[src/rtl/imem_loader.sv]
// imem_loader: boot-time program loader. Assembles big-endian 32-bit words
// from a byte stream and writes them into IMem through its write port. The
// datapath is held in reset until the requested word count has been written.
module imem_loader #(
  parameter int DATA_WIDTH  = 32,
  parameter int ADDR_WIDTH  = 16,
  parameter int DEPTH_WORDS = 256
) (
  input  logic                  clk,
  input  logic                  reset,
  input  logic                  load_start,
  input  logic [ADDR_WIDTH-1:0] load_count,
  input  logic                  in_valid,
  input  logic [7:0]            in_data,
  output logic                  in_ready,
  output logic                  imem_we,
  output logic [ADDR_WIDTH-1:0] imem_addr,
  output logic [DATA_WIDTH-1:0] imem_wdata,
  output logic                  cpu_hold,
  output logic                  done,
  output logic                  error
);

  localparam logic [ADDR_WIDTH-1:0] DEPTH_L = ADDR_WIDTH'(DEPTH_WORDS);

  typedef enum logic [1:0] {
    S_IDLE  = 2'd0,
    S_RECV  = 2'd1,
    S_WRITE = 2'd2,
    S_DONE  = 2'd3
  } state_t;

  state_t                state_q, state_d;
  logic [1:0]            byte_cnt_q, byte_cnt_d;
  logic [DATA_WIDTH-1:0] word_q, word_d;
  logic [ADDR_WIDTH-1:0] idx_q, idx_d;
  logic [ADDR_WIDTH-1:0] count_q, count_d;
  logic [ADDR_WIDTH-1:0] addr_q, addr_d;
  logic [DATA_WIDTH-1:0] wdata_q, wdata_d;
  logic                  error_q, error_d;

  // Register all state; reset clears everything including the write-port
  // address/data so they are never X.
  always_ff @(posedge clk or negedge reset) begin
    if (!reset) begin
      state_q    <= S_IDLE;
      byte_cnt_q <= '0;
      word_q     <= '0;
      idx_q      <= '0;
      count_q    <= '0;
      addr_q     <= '0;
      wdata_q    <= '0;
      error_q    <= 1'b0;
    end else begin
      state_q    <= state_d;
      byte_cnt_q <= byte_cnt_d;
      word_q     <= word_d;
      idx_q      <= idx_d;
      count_q    <= count_d;
      addr_q     <= addr_d;
      wdata_q    <= wdata_d;
      error_q    <= error_d;
    end
  end

  // Next-state logic: load decision in IDLE/DONE, byte assembly in RECV,
  // word index advance in WRITE. Write address/data are captured on the
  // fourth byte so they are stable during WRITE and hold afterwards.
  always_comb begin
    state_d    = state_q;
    byte_cnt_d = byte_cnt_q;
    word_d     = word_q;
    idx_d      = idx_q;
    count_d    = count_q;
    addr_d     = addr_q;
    wdata_d    = wdata_q;
    error_d    = error_q;
    unique case (state_q)
      S_IDLE, S_DONE: begin
        if (load_start) begin
          if (load_count == '0) begin
            state_d = S_DONE;
          end else if (load_count > DEPTH_L) begin
            error_d = 1'b1;
            state_d = S_IDLE;
          end else begin
            idx_d      = '0;
            byte_cnt_d = '0;
            count_d    = load_count;
            error_d    = 1'b0;
            state_d    = S_RECV;
          end
        end
      end
      S_RECV: begin
        if (in_valid) begin
          word_d = {word_q[DATA_WIDTH-9:0], in_data};
          if (byte_cnt_q == 2'd3) begin
            byte_cnt_d = '0;
            addr_d     = {idx_q[ADDR_WIDTH-3:0], 2'b00};
            wdata_d    = {word_q[DATA_WIDTH-9:0], in_data};
            state_d    = S_WRITE;
          end else begin
            byte_cnt_d = byte_cnt_q + 2'd1;
          end
        end
      end
      S_WRITE: begin
        idx_d = idx_q + ADDR_WIDTH'(1);
        if (idx_d == count_q) state_d = S_DONE;
        else                  state_d = S_RECV;
      end
      default: state_d = S_IDLE;
    endcase
  end

  // Control outputs decoded from the state register only.
  always_comb begin
    in_ready = (state_q == S_RECV);
    imem_we  = (state_q == S_WRITE);
    done     = (state_q == S_DONE);
    cpu_hold = (state_q != S_DONE);
  end

  assign imem_addr  = addr_q;
  assign imem_wdata = wdata_q;
  assign error      = error_q;

endmodule

[config.mk]
export PLATFORM = sky130hd
export DESIGN_NAME = imem_loader
export DESIGN_NICKNAME = d
export VERILOG_FILES = /design/src/rtl/imem_loader.sv
export SDC_FILE = /design/constraint.sdc
export NUM_CORES = 1
export LEC_CHECK = 0
export ABC_AREA = 0
export CAP_MARGIN = 10
export CELL_PAD_IN_SITES_DETAIL_PLACEMENT = 0
export CELL_PAD_IN_SITES_GLOBAL_PLACEMENT = 1
export CORE_ASPECT_RATIO = 0.6
export CORE_MARGIN = 4
export CORE_UTILIZATION = 44
export CTS_BUF_LIST = sky130_fd_sc_hd__clkbuf_8
export DETAILED_ROUTE_END_ITERATION = 10
export PLACE_DENSITY_LB_ADDON = 0.25
export SYNTH_ARGS = -nofsm -noshare
export SYNTH_HDL_FRONTEND = slang
export SYNTH_SLANG_ARGS = --single-unit
[constraint.sdc]
create_clock -name clk -period 2.4 [get_ports clk]
set_input_delay 0.24 -clock clk [delete_from_list [all_inputs] [get_ports clk]]
set_output_delay 0.24 -clock clk [all_outputs]
set_load 0.1 [all_outputs]
# Yosys cells after proc, flatten, opt, wreduce, memory -nomap -nowiden

Index checks and enable logic that the tools add are counted.

Register bits: 107
Input bits: 28
Logic and storage cells: 54

Add/subtract/negate cells: 2
Order comparisons: 1
Eq/ne operators: 11
Multiplexer cells: 18
Bitwise operators: 2
Reduce and logical (&&, ||, !) cells: 12

Operators by type and width:

| kind                                                            | count |
|---|---|
| 2-to-1 mux 16 bit                                               | 3 |
| case mux 16 bit (2 select lines)                                | 1 |
| 2-to-1 mux 2 bit                                                | 10 |
| adder 16 x 1 -> 16 bit (second input constant)                  | 1 |
| == test 16 bit                                                  | 1 |
| greater-than comparator 16 x 9 -> 1 bit (second input constant) | 1 |
| logical NOT 16 bit                                              | 1 |
| != test 2 bit (second input constant)                           | 5 |
| AND reduction 3 bit                                             | 3 |
| AND reduction 4 bit                                             | 2 |
| == test 2 bit (second input constant)                           | 3 |
| case mux 2 bit (3 select lines)                                 | 1 |
| AND reduction 5 bit                                             | 1 |
| case mux 2 bit (2 select lines)                                 | 1 |
| nonzero test 2 bit                                              | 2 |
| adder 2 x 1 -> 2 bit (second input constant)                    | 1 |
| == test 2 x 1 -> 1 bit (second input constant)                  | 1 |
| logical NOT 2 bit                                               | 1 |
| 2-to-1 mux 1 bit                                                | 2 |
| != test 2 x 1 -> 1 bit (second input constant)                  | 1 |
| inverter 1 bit                                                  | 2 |
| AND reduction 2 bit                                             | 1 |
| OR reduction 2 bit                                              | 1 |

# Depth between registers and ports, before layout

Depth in word-level cells: 5
Depth in mapped cells: 8
Depth with buffers taken out: 8

# Worst setup path after synthesis

OpenSTA, ideal clock, no wires.

Path type: register -> register
Start: reg state_q[1]
End: reg wdata_q[5] (netlist: imem_wdata[5])
Arrival: 2.379 ns
Required time: 2.274 ns
Path slack: -0.105 ns
Cell stages (with the launch flop): 7
Buffers on the path: 2
Period minus slack after synthesis: 2.505 ns
Cells stage by stage: dfrtp_1 > inv_1 > ha_1 > nand3_1 > buf_1 > clkbuf_1 > mux2_2

Word-level cells in the longest chain between the ends: 2

Ends and longest elaborated chain:

| what                          | RTL line | text |
|---|---|---|
| start: declaration            | 33       | `state_t state_q, state_d;` |
| start signal: assignment      | 55       | `state_q <= state_d;` |
| == test 2 x 1 -> 1 bit        | n/a      |  |
| net in_ready                  | 15       | `output logic in_ready,` |
| AND reduction 3 bit (no line) | n/a      |  |
| end signal: assignment        | 61       | `wdata_q <= wdata_d;` |
| end: declaration              | 39       | `logic [DATA_WIDTH-1:0] wdata_q, wdata_d;` |

The timed path passes the listed nets, and every way through them passes these cells.
A chain may end at the register's enable or synchronous reset.

# Worst setup path in the final report

Start: in load_count[5]
End: reg idx_q[3]

Word-level cells in the longest chain between the ends: 3
Elaborated cells between the ends (all ways): 5

Ends and longest elaborated chain:

| what                                                                          | RTL line | text |
|---|---|---|
| start: declaration                                                            | 12       | `input logic [ADDR_WIDTH-1:0] load_count,` |
| greater-than comparator 16 x 9 -> 1 bit or logical NOT 16 bit (tied branches) | 83, 81   |  |
| != test 2 bit (no line)                                                       | n/a      |  |
| AND reduction 4 bit (no line) *                                               | n/a      |  |
| end signal: assignment                                                        | 58       | `idx_q <= idx_d;` |
| end: declaration                                                              | 36       | `logic [ADDR_WIDTH-1:0] idx_q, idx_d;` |

Every way passes the cells marked *; elsewhere a longest branch is shown, timed or not.

==> parameters.txt <==
Parameter                              Value

STA
  Worst clock skew    0.00804 ns
  Final setup TNS    0 ns
  Final Max Slew Viols    0
  Measured slew at the worst slew-check pin    between 0.6 and 0.7 ns
  Worst slew slack as a fraction of its limit    approximately 56%
  Setup-violating endpoint count in the final report    0
  Final period utilization    around 94%
  Minimum hold slack    around 0.29 ns
  Final critical delay including setup and external delays    between 2 and 2.5 ns
  RSZ-0062 raised after global routing    false
  Final Hold Vio Count    0
  F_max    441 MHz

Synth
  Leading post-synthesis cells by cell area    sky130_fd_sc_hd__dfrtp_1 55%, sky130_fd_sc_hd__mux2_2 17%, sky130_fd_sc_hd__xnor2_1 2.0%, sky130_fd_sc_hd__o21ai_0 1.9%, sky130_fd_sc_hd__nand2_1 1.8%
  Netlist Area Pre-Place    between 4000 and 5000 µm²
  Yosys warns    0
  Yosys top cell area share    a little over half
  Sequential-to-total area share from yosys stat    54.6%
  Number of library cell types mapped by synthesis    53
  Syn Inst Count    roughly 410
  Async set-or-reset flop fraction in the synthesized netlist    between 90% and 100%
  Leading area contributor after synthesis    sky130_fd_sc_hd__dfrtp_1
  Most used standard cells in the synthesized netlist    107 x sky130_fd_sc_hd__dfrtp_1, 75 x sky130_fd_sc_hd__mux2_2, 24 x sky130_fd_sc_hd__nand2_1
  Post-synth EDFFs    0
  Count leader, synth    sky130_fd_sc_hd__dfrtp_1
  Average size of a mapped cell    around 12 µm²
  Post-synthesis register bit count    107
  Most common flop cell mapped by yosys    sky130_fd_sc_hd__dfrtp_1

Cells and area
  Fraction of layout instances using a drive strength above 1    a little over a third
  Area growth from synthesis to final layout    23.5%
  Area of the multi-input gates    ~2100 µm²
  Total area of sequential cells    approximately 2700 µm²
  Number of filler cells placed in the layout    approximately 900
  Number of antenna diodes    0
  Final net count    533

Worst setup path
  Critical Path Slowest Stage Cell    sky130_fd_sc_hd__clkdlybuf4s50_1
  Cell chain of the critical path    clkdlybuf4s50_1, nor4_1, buf_4, a21boi_1, buf_4, o41ai_4, and2_4, a41oi_1, a31oi_1
  Setup CP Type    in -> reg
  WP data required    ~2.7 ns
  Delay of the slowest cell on the worst path    around 0.43 ns
  Element type at the critical path end    register
  Arrival time reported for the critical path endpoint    between 2 and 3 ns
  Element type at the critical path start    input port
  Largest driver fanout on the critical path    22
  Crit-path most repeated cell    sky130_fd_sc_hd__buf_4

Drt
  1st-pass router iterations    4
  Number of violations reported at the end of detailed-routing iteration 0    148
  Post-Route WL    10600 µm
  Post-detailed-route count of antenna-violating nets    0
  Via Count    approximately 3400
  Via-to-Cell Ratio    ~5.3
  Final routed wire length divided by cell count    around 17 µm
  Post-detailed-route DRC marker count    0

Placed design
  Quantity of I/O buffers inserted on ports    between 70 and 80
  Routability congestion estimate    0.818
  Post-detail-place hpwl    7750 µm

Min path
  HP Class    in -> async

Outcome
  Run status    finished clean

GRT
  First-pass GRT wire length    about 18000 µm
  Maximum number of pins on one net before global-route repair    61
  Grt ovf    0
  Number of global-route vias before repair    between 3000 and 4000
  All-Layer GR Usage    17.2%
  Number of antenna violations at the first check in global routing    0

Clock tree
  Number of buffers inserted during clock tree synthesis    9
  TritonCTS sink count    between 100 and 150
  Deepest level of the CTS H-tree    3
  Reg clk slew, reported paths    0.11 ns
  Clock latency on the worst-skew pair    around 0.38 ns
  Max Root-Sink Buffers    2
  Setup repair bufs after CTS    0
  Clock tree from TritonCTS    done
  Root buffer cell    sky130_fd_sc_hd__clkbuf_8

Power
  Power density normalized to cell area    approximately 1200 nW/µm²
  Standby leakage power    about 2.9 nW
  VDD IR-drop max    between 700 and 800 µV

Die
  Initial standard-cell utilization of the core    approximately 46%
  Die Area    13000 µm²
  Die width    roughly 140 µm
  Placement Rows    29
  Height of the die    around 90 µm
  Number of top-level pins    between 80 and 90
  Core area    around 11000 µm²

Job
  Maximum Capacitance Violations    0
## logic make-up after synthesis
group                    Yosys count  synth area share [%]
other                              1                0.0764
AND/OR/NAND/NOR                   95                  10.7
AO/OA/AOI/OAI                     71                  9.54
buffers and inverters             33                  3.03
XOR/XNOR                          18                  3.21
multiplexers                      77                  17.6
adder cells (fa/ha/maj)            5                  1.27
flip-flops                       107                  54.6
## path summary, 6_finish.rpt
path / slack (ns) / startpoint / cells past startpoint / end
max: 0.13 / load_count[5] / 9 / idx_q[3]
min: 0.29 / reset / 2 / imem_wdata[21]
max reg2reg: 0.26 / idx_q[1] / 7 / state_q[1]
min reg2reg: 0.49 / imem_addr[7] / 2 / imem_addr[7]
max in group asynchronous: 1.47 / reset / 3 / word_q[11]
min in group clk: 0.49 / imem_addr[7] / 2 / imem_addr[7]
## layer usage
layer  GRT usage (%)  vias to the layer above  routed length [µm]
met5               0                        -                   0
met4            3.65                        0                 106
met3            4.67                       11                 602
met2            25.3                       66                4630
met1            25.6                     1715                5310
li1                -                     1649                   -
## layout by cell type, fill, tap and decap left out, drive strengths merged, types with 5 or more instances in the layout
cell type and instances:
dfrtp 107, buf 77, mux2 75, clkdlybuf4s50 26
nand2 24, o21ai 20, nor2 14, inv 14
a31oi 13, nor2b 11, xnor2 11, nand3 11
a21oi 10, clkbuf 10, xor2 7, nor3 7
nor4 5, ha 5
## critical path: cells and delay by family
family / cells / cell delay (ns)
AO/OA/AOI/OAI: 4 / 0.80
buffers and inverters: 3 / 0.79
AND/OR/NAND/NOR: 2 / 0.73
## layout make-up
type	count	area share, %
Sequential cell	107	44.2
Multi-Input combinational cell	268	34.8
Timing Repair Buffer	104	14.4
Tap cell	139	2.87
Clock buffer	10	2.27
Clock inverter	6	0.805
Inverter	10	0.619
## state kept, by name (all words and copies together), names as in the netlist
signal and count:
word_q 24, imem_wdata 32, byte_cnt_q 2, state_q 2, imem_addr 14, count_q 16, error 1, idx_q 16
## per-stage QoR
stage | cells | total power [mW] | worst slack, ns | area, µm² | util [%]
floorplan | 408 | 5.38 | 0.192 | 4910 | -
global placement | 627 | 6.17 | -0.211 | 5840 | 54.4
detailed placement | 627 | 6.26 | -0.358 | 5840 | 54.4
CTS | 644 | 7.33 | 0.0414 | 6040 | 56.2
global route | 644 | 7.67 | 0.00424 | 6060 | 56.4
finish | 644 | 7.29 | 0.134 | 6060 | 56.4
## timing repair
action,CTS,global route
hold endpoints to repair,22,0
gates resized for setup,0,3
endpoints found under the setup margin,0,14
hold buffers,1,0
## report_power, final
group	total (mW)	internal, mW	leakage (nW)	switching [mW]
clock network	1.07	0.419	0.0966	0.652
registers	2.60	2.28	1.42	0.315
logic	3.62	1.08	1.39	2.55
total	7.29	3.78	2.91	3.52
(Power assumes the default switching activity.)
